--- src/rtl/gate_sweep_ctrl.sv ---
// Self-test sequencer: sweeps every input vector of a combinational gate,
// waits a settle time, samples its output and checks it against a truth table.
module gate_sweep_ctrl #(
    parameter int unsigned N_IN   = 2,
    parameter int unsigned SETTLE = 2
) (
    input  logic                 clk,
    input  logic                 reset,
    input  logic                 start,
    input  logic                 abort,
    input  logic [2**N_IN-1:0]   expected,
    output logic [N_IN-1:0]      dut_in,
    input  logic                 dut_out,
    output logic                 busy,
    output logic                 done,
    output logic                 pass,
    output logic [N_IN:0]        err_count,
    output logic [N_IN-1:0]      fail_vec,
    output logic [2**N_IN-1:0]   result_table
);

    typedef enum logic [1:0] {
        S_IDLE,
        S_SETTLE,
        S_SAMPLE,
        S_DONE
    } state_t;

    localparam logic [3:0] LAST_WAIT = (SETTLE == 0) ? 4'd0 : 4'(SETTLE - 1);
    localparam state_t     FIRST_ST  = (SETTLE == 0) ? S_SAMPLE : S_SETTLE;

    state_t               state_q, state_d;
    logic [3:0]           wait_q, wait_d;
    logic [2**N_IN-1:0]   exp_q, exp_d;
    logic [N_IN-1:0]      dut_in_q, dut_in_d;
    logic                 busy_q, busy_d;
    logic                 done_q, done_d;
    logic                 pass_q, pass_d;
    logic [N_IN:0]        err_q, err_d;
    logic [N_IN-1:0]      fail_q, fail_d;
    logic [2**N_IN-1:0]   res_q, res_d;

    always_ff @(posedge clk) begin
        if (reset) begin
            state_q  <= S_IDLE;
            wait_q   <= '0;
            exp_q    <= '0;
            dut_in_q <= '0;
            busy_q   <= 1'b0;
            done_q   <= 1'b0;
            pass_q   <= 1'b0;
            err_q    <= '0;
            fail_q   <= '0;
            res_q    <= '0;
        end else begin
            state_q  <= state_d;
            wait_q   <= wait_d;
            exp_q    <= exp_d;
            dut_in_q <= dut_in_d;
            busy_q   <= busy_d;
            done_q   <= done_d;
            pass_q   <= pass_d;
            err_q    <= err_d;
            fail_q   <= fail_d;
            res_q    <= res_d;
        end
    end

    // The vector register doubles as the sweep index; done/pass/busy are
    // computed one state early so they appear registered with the state.
    always_comb begin
        state_d  = state_q;
        wait_d   = wait_q;
        exp_d    = exp_q;
        dut_in_d = dut_in_q;
        busy_d   = busy_q;
        done_d   = 1'b0;
        pass_d   = pass_q;
        err_d    = err_q;
        fail_d   = fail_q;
        res_d    = res_q;

        case (state_q)
            S_IDLE: begin
                if (start && !abort) begin
                    state_d  = FIRST_ST;
                    wait_d   = '0;
                    exp_d    = expected;
                    dut_in_d = '0;
                    busy_d   = 1'b1;
                    pass_d   = 1'b0;
                    err_d    = '0;
                    fail_d   = '0;
                    res_d    = '0;
                end
            end

            S_SETTLE: begin
                if (abort) begin
                    state_d  = S_IDLE;
                    dut_in_d = '0;
                    busy_d   = 1'b0;
                end else if (wait_q == LAST_WAIT) begin
                    state_d = S_SAMPLE;
                end else begin
                    wait_d = wait_q + 4'd1;
                end
            end

            S_SAMPLE: begin
                if (abort) begin
                    state_d  = S_IDLE;
                    dut_in_d = '0;
                    busy_d   = 1'b0;
                end else begin
                    res_d[dut_in_q] = dut_out;
                    if (dut_out != exp_q[dut_in_q]) begin
                        err_d = err_q + 1'b1;
                        if (err_q == '0) begin
                            fail_d = dut_in_q;
                        end
                    end
                    if (dut_in_q == '1) begin
                        state_d = S_DONE;
                        done_d  = 1'b1;
                        busy_d  = 1'b0;
                        pass_d  = (err_d == '0);
                    end else begin
                        state_d  = FIRST_ST;
                        wait_d   = '0;
                        dut_in_d = dut_in_q + 1'b1;
                    end
                end
            end

            S_DONE: begin
                state_d  = S_IDLE;
                dut_in_d = '0;
            end

            default: begin
                state_d  = S_IDLE;
                dut_in_d = '0;
                busy_d   = 1'b0;
            end
        endcase
    end

    assign dut_in       = dut_in_q;
    assign busy         = busy_q;
    assign done         = done_q;
    assign pass         = pass_q;
    assign err_count    = err_q;
    assign fail_vec     = fail_q;
    assign result_table = res_q;

endmodule
--- config.mk ---
export PLATFORM = sky130hd
export DESIGN_NAME = gate_sweep_ctrl
export DESIGN_NICKNAME = d
export VERILOG_FILES = /design/src/rtl/gate_sweep_ctrl.sv
export SDC_FILE = /design/constraint.sdc
export NUM_CORES = 1
export LEC_CHECK = 0
export BUFFER_PORTS_ARGS = -buffer_cell sky130_fd_sc_hd__buf_2
export CAP_MARGIN = 10
export CORE_ASPECT_RATIO = 1.1
export CORE_UTILIZATION = 31
export DETAILED_ROUTE_END_ITERATION = 10
export PLACE_DENSITY_LB_ADDON = 0.1
export SLEW_MARGIN = 20
export SYNTH_ARGS = -nofsm -noshare
export SYNTH_HDL_FRONTEND = slang
export SYNTH_SLANG_ARGS = --single-unit
--- constraint.sdc ---
create_clock -name clk -period 2.05 [get_ports clk]
set_input_delay 0.41 -clock clk [delete_from_list [all_inputs] [get_ports clk]]
set_output_delay 0.41 -clock clk [all_outputs]
set_load 0.05 [all_outputs]
# --- Word level (Yosys, flattened, before mapping) ---
# Index checks and enable logic that the tools add are counted.
totals:
  register_bits: 24
  latchBits: 0
  mem_bits_rw: 0
  romBits: 0
  inputBits: 9
  out_inout_bits: 14
  wordCells: 95
  memories: 0
classes:
  n_addsub: 3
  mul: 0
  div: 0
  magnitude_cmp: 2
  eq_ne: 18
  shifts: 0
  muxes: 44
  n_bitwise: 1
  n_reduce_logical: 17
op_table:
  columns: ["cell", "count"]
  rows:
  - ["$mux 2", 12]
  - ["$mux 4", 6]
  - ["$ne 2x2->1 const B", 9]
  - ["$pmux 2 s4", 2]
  - ["$mux 3", 5]
  - ["$pmux 4 s3", 1]
  - ["$mux 1", 10]
  - ["$ne 3x3->1 const B", 3]
  - ["$pmux 4 s2", 1]
  - ["$reduce_and 4->1", 2]
  - ["$eq 2x2->1 const B", 3]
  - ["$logic_not 3->1", 2]
  - ["$pmux 3 s2", 1]
  - ["$reduce_and 3->1", 2]
  - ["$reduce_and 6->1", 1]
  - ["$reduce_and 5->1", 1]
  - ["$add 4x1->4 const B", 1]
  - ["$bwmux 4", 1]
  - ["$eq 4x1->1 const B", 1]
  - ["$pmux 2 s2", 1]
  - ["$reduce_and 2->1", 2]
  - ["$add 3x1->3 const B", 1]
  - ["$lt 2x3->1 const B", 1]
  - ["$pmux 1 s3", 1]
  - ["other kinds (14)", 15]

# --- Depth between registers and ports, before layout ---
depth:
  depth_word: 10
  ltp_mapped: 8
  depth_no_buf: 6

# --- Least setup slack after synthesis ---
# OpenSTA, ideal clock, no wires.
synth_path:
  path_kind: "reg-to-reg"
  start: "reg dut_in_q[0] (netlist: dut_in[0])"
  end: "reg err_q[1] (netlist: err_count[1])"
  setup_ns: 0.106
  arrival_time_ns: 2.047
  path_slack_ns: -0.103
  stages_incl_launch_ff: 5
  synth_period_minus_slack_ns: 2.153
  path_cell_list: "dfxtp_1 -> mux4_2 -> xor2_4 -> or4_1 -> o311ai_0"
synth_via:
  elab_chain_len: 8
synth_rtl:
  columns: ["element", "line", "rtl"]
  rows:
  - ["from (decl)", "35", "logic [N_IN-1:0] dut_in_q, dut_in_d;"]
  - ["from (signal assigned)", "59", "dut_in_q <= dut_in_d;"]
  - ["$bmux 1 s2", "117", "if (dut_out != exp_q[dut_in_q]) begin"]
  - ["$mux 1 (not written as such)", "117", null]
  - ["$ne 1x1->1", "117", null]
  - ["$mux 3", "117", null]
  - ["$mux 3", "111", "if (abort) begin"]
  - ["$mux 3", "83", "case (state_q)"]
  - ["$mux 3", "111", null]
  - ["$pmux 3 s2", "83", null]
  - ["to (signal assigned)", "63", "err_q <= err_d;"]
  - ["to (decl)", "39", "logic [N_IN:0] err_q, err_d;"]
# No other way between the ends. The select of a mux whose other input is x is not followed.
# A chain may end at the register's enable or synchronous reset.

# --- Final worst setup path ---
layout_path:
  start: "reg state_q[0]"
  end: "reg fail_q[1] (netlist: fail_vec[1])"
layout_via:
  elab_chain_len: 3
layout_rtl:
  columns: ["element", "line", "rtl"]
  rows:
  - ["from (decl)", "32", "state_t state_q, state_d;"]
  - ["from (signal assigned)", "56", "state_q <= state_d;"]
  - ["$eq 2x2->1 / $logic_not 2->1 (equally long branches)", "83", null]
  - ["$ne 2x2->1 (no source line) / $reduce_bool 2->1 (equally long branches)", null, null]
  - ["$reduce_and 5->1 (no source line)", null, null]
  - ["to (signal assigned)", "64", "fail_q <= fail_d;"]
  - ["to (decl)", "40", "logic [N_IN-1:0] fail_q, fail_d;"]
# Several ways; a longest one is shown, not always the timed one.

==> impl_metrics.json <==
{
  "run_status": "finished, final reports clean",
  "n_antenna_cell": 0,
  "maxSlewHeadroom": 0.6924,
  "maxSlewViolCount": 0,
  "switching_share": 0.2777,
  "worst_pin_slew_ps": 457.8,
  "htreeDepth": 1,
  "p_sw_mw": 0.3178,
  "root_buffer": "clkbuf_8",
  "die_h_microns": 72.80,
  "route.detailed.wl_per_inst_microns": 13.72,
  "nFillCells": 455,
  "ys_ff_latch": 24,
  "grtUsageTotal": 0.1475,
  "regToRegStartpoint": "state_q[0]",
  "die_w_microns": 66.36,
  "avgViaCountPerCell": 5.142,
  "multi_input_comb_area_sq_um": 838.3,
  "grt.overflow.total": 0,
  "cp-startpoint": "state_q[0]",
  "dr.pass1.iters": 4,
  "power_mw": 1.144,
  "clkPwrFrac": 0.366,
  "clk_path_buf_depth": 2,
  "mostFrequentLayoutCells": "23 x dfxtp_1, 22 x buf_2, 17 x inv_1",
  "antenna_found_initial": 0,
  "ys_seq_area_frac": 0.3401,
  "layout_commonest_cell": "dfxtp_1",
  "cellPowerDensity_nw_per_um2": 694.5,
  "drtIter0Drc": 102,
  "finalCoreUtilization": 0.3790,
  "fin_crit_sh": 0.9137,
  "coreArea_sq_um": 4348,
  "hold_violations": 0,
  "finalCriticalPeriod_ps": 1873,
  "grt_pass1_vias": 1162,
  "gp_congestion": 0.8266,
  "cts_made_buffers": 3,
  "p_comb_frac": 0.201,
  "grt_pass1_wl_microns": 5520,
  "clock_skew_ps": 2.655,
  "placed_cells": 235,
  "setup_tns_ps": 0,
  "vdd_drop_max_uv": 251.1,
  "ctsHoldBuffers": 0,
  "drive_above_1_share": 0.1946,
  "cts_tree": "yes",
  "seq_power_share": 0.433,
  "dp_hpwl_microns": 2463,
  "drtAntennaViolNets": 0,
  "clock-sinks": 24,
  "fin_cells": 239,
  "synthCells": 164,
  "synthFlopType": "dfxtp_1",
  "synth_warnings": 0,
  "cts-resized-gates": 0,
  "std_cell_rows": 25,
  "syn_to_final_growth_pct": 16.65,
  "whs_ps": 372.2,
  "worstSetupPathType": "reg -> reg",
  "nets": 207,
  "initial_core_util": 0.3249,
  "post_cts_buffers": 0,
  "synth_cell_types": 38,
  "regArea_sq_um": 481.7,
  "vias": 1229,
  "synth_enable_flop_cells": 0,
  "rsz0062_at_grt": "false",
  "drc": 0,
  "port_buffers": 22,
  "maxCapViolations": 0,
  "async_flop_share": 0,
  "grt_max_degree": 25,
  "cts.reportedPaths.clkPinSlew_ps": 90,
  "synth.net_count": 185,
  "crit_path_start_kind": "register",
  "min-delay-start": "expected[2]",
  "required_ps": 2220,
  "setup_violations": 0,
  "worstSkewPairLatency_ps": 260,
  "ios": 23,
  "timing.fmax_ghz": 0.5339,
  "arrival_ps": 2040,
  "syn_avg_cell_area_sq_um": 8.613,
  "hold_path_class": "in -> reg",
  "wl_microns": 3280,
  "critPathCaptureType": "register",
  "p_leak_nw": 0.6811,
  "syn_area_sq_um": 1413,
  "die-area_sq_um": 4831,
  "p_int_mw": 0.8266,
  "critPathMaxFanout": 8
}
-- kinds of logic after synthesis --
| group | after synthesis | synth area share |
|---|---|---|
| compound gates | 44 | 0.2037 |
| xor+xnor | 2 | 0.02569 |
| fa+ha+maj | 12 | 0.1063 |
| buf+inv | 24 | 0.06643 |
| flops | 24 | 0.3401 |
| mux | 7 | 0.05846 |
| simple gates | 51 | 0.1993 |
-- power groups by stage --
stage	clock (mW)	sequential [mW]	combinational [mW]
floorplan	0	0.523	0.152
global placement	0	0.505	0.229
detailed placement	0	0.506	0.229
CTS	0.435	0.496	0.231
global route	0.458	0.498	0.254
finish	0.419	0.496	0.230
-- layer usage --
layer  track usage  share of wire
met2        0.2415           0.46
met5             0              0
met4       0.03546         0.0076
met1        0.2050           0.50
met3       0.01875          0.033
-- area by class of cell --
| class | instances | area share |
|---|---|---|
| inverter | 17 | 0.03872 |
| sequential | 24 | 0.2923 |
| clock inverter | 1 | 0.01822 |
| clock buffer | 3 | 0.02506 |
| multi-input combinational | 116 | 0.5087 |
| tap | 54 | 0.04100 |
| timing repair buffer | 24 | 0.07593 |
-- path summary, 6_finish.rpt --
kind | slack, ps | cells past startpoint | to
min | 370 | 3 | exp_q[2]
max | 180 | 6 | fail_vec[1]
max reg2reg | 180 | 6 | fail_vec[1]
min reg2reg | 480 | 2 | result_table[2]
-- critical path: stages, from the launching register on --
cell,delay (ps)
dfxtp_1,390
inv_1,80
ha_1,310
mux2i_1,190
nor2_1,310
nand3_1,200
a32o_1,300
-- flip-flops by register name, summed over array words and instances, names as in the netlist --
signal / cells
pass: 1
exp_q: 4
fail_vec: 2
state_q: 2
dut_in: 2
done: 1
busy: 1
result_table: 4
wait_q: 4
err_count: 3
-- Yosys cell counts (2+ instances only) --
library cell	number	area, sq um
a21oi_1	15	75.07
a311oi_1	2	17.52
a31oi_1	3	18.77
a32o_1	2	20.02
a32oi_1	2	17.52
and2_1	3	18.77
clkbuf_1	6	22.52
dfxtp_1	24	480.5
ha_1	12	150.1
inv_1	17	63.81
mux2i_1	6	60.06
nand2_1	7	26.28
nand2b_1	4	25.02
nand3_1	7	35.03
nand3b_1	2	15.01
nand4b_1	4	35.03
nor2_1	12	45.04
nor2b_1	4	25.02
nor3_1	2	10.01
o211ai_1	2	15.01
o21ai_0	11	55.05
-- stage by stage --
stage                     instance area [sq um]  setup WS, ps
after floorplan                            1414         115.6
after global placement                     1577         211.8
after detailed placement                   1577         189.9
after CTS                                  1648         173.3
after global routing                       1648         53.73
final                                      1648         177.0
(Power assumes the default switching activity.)
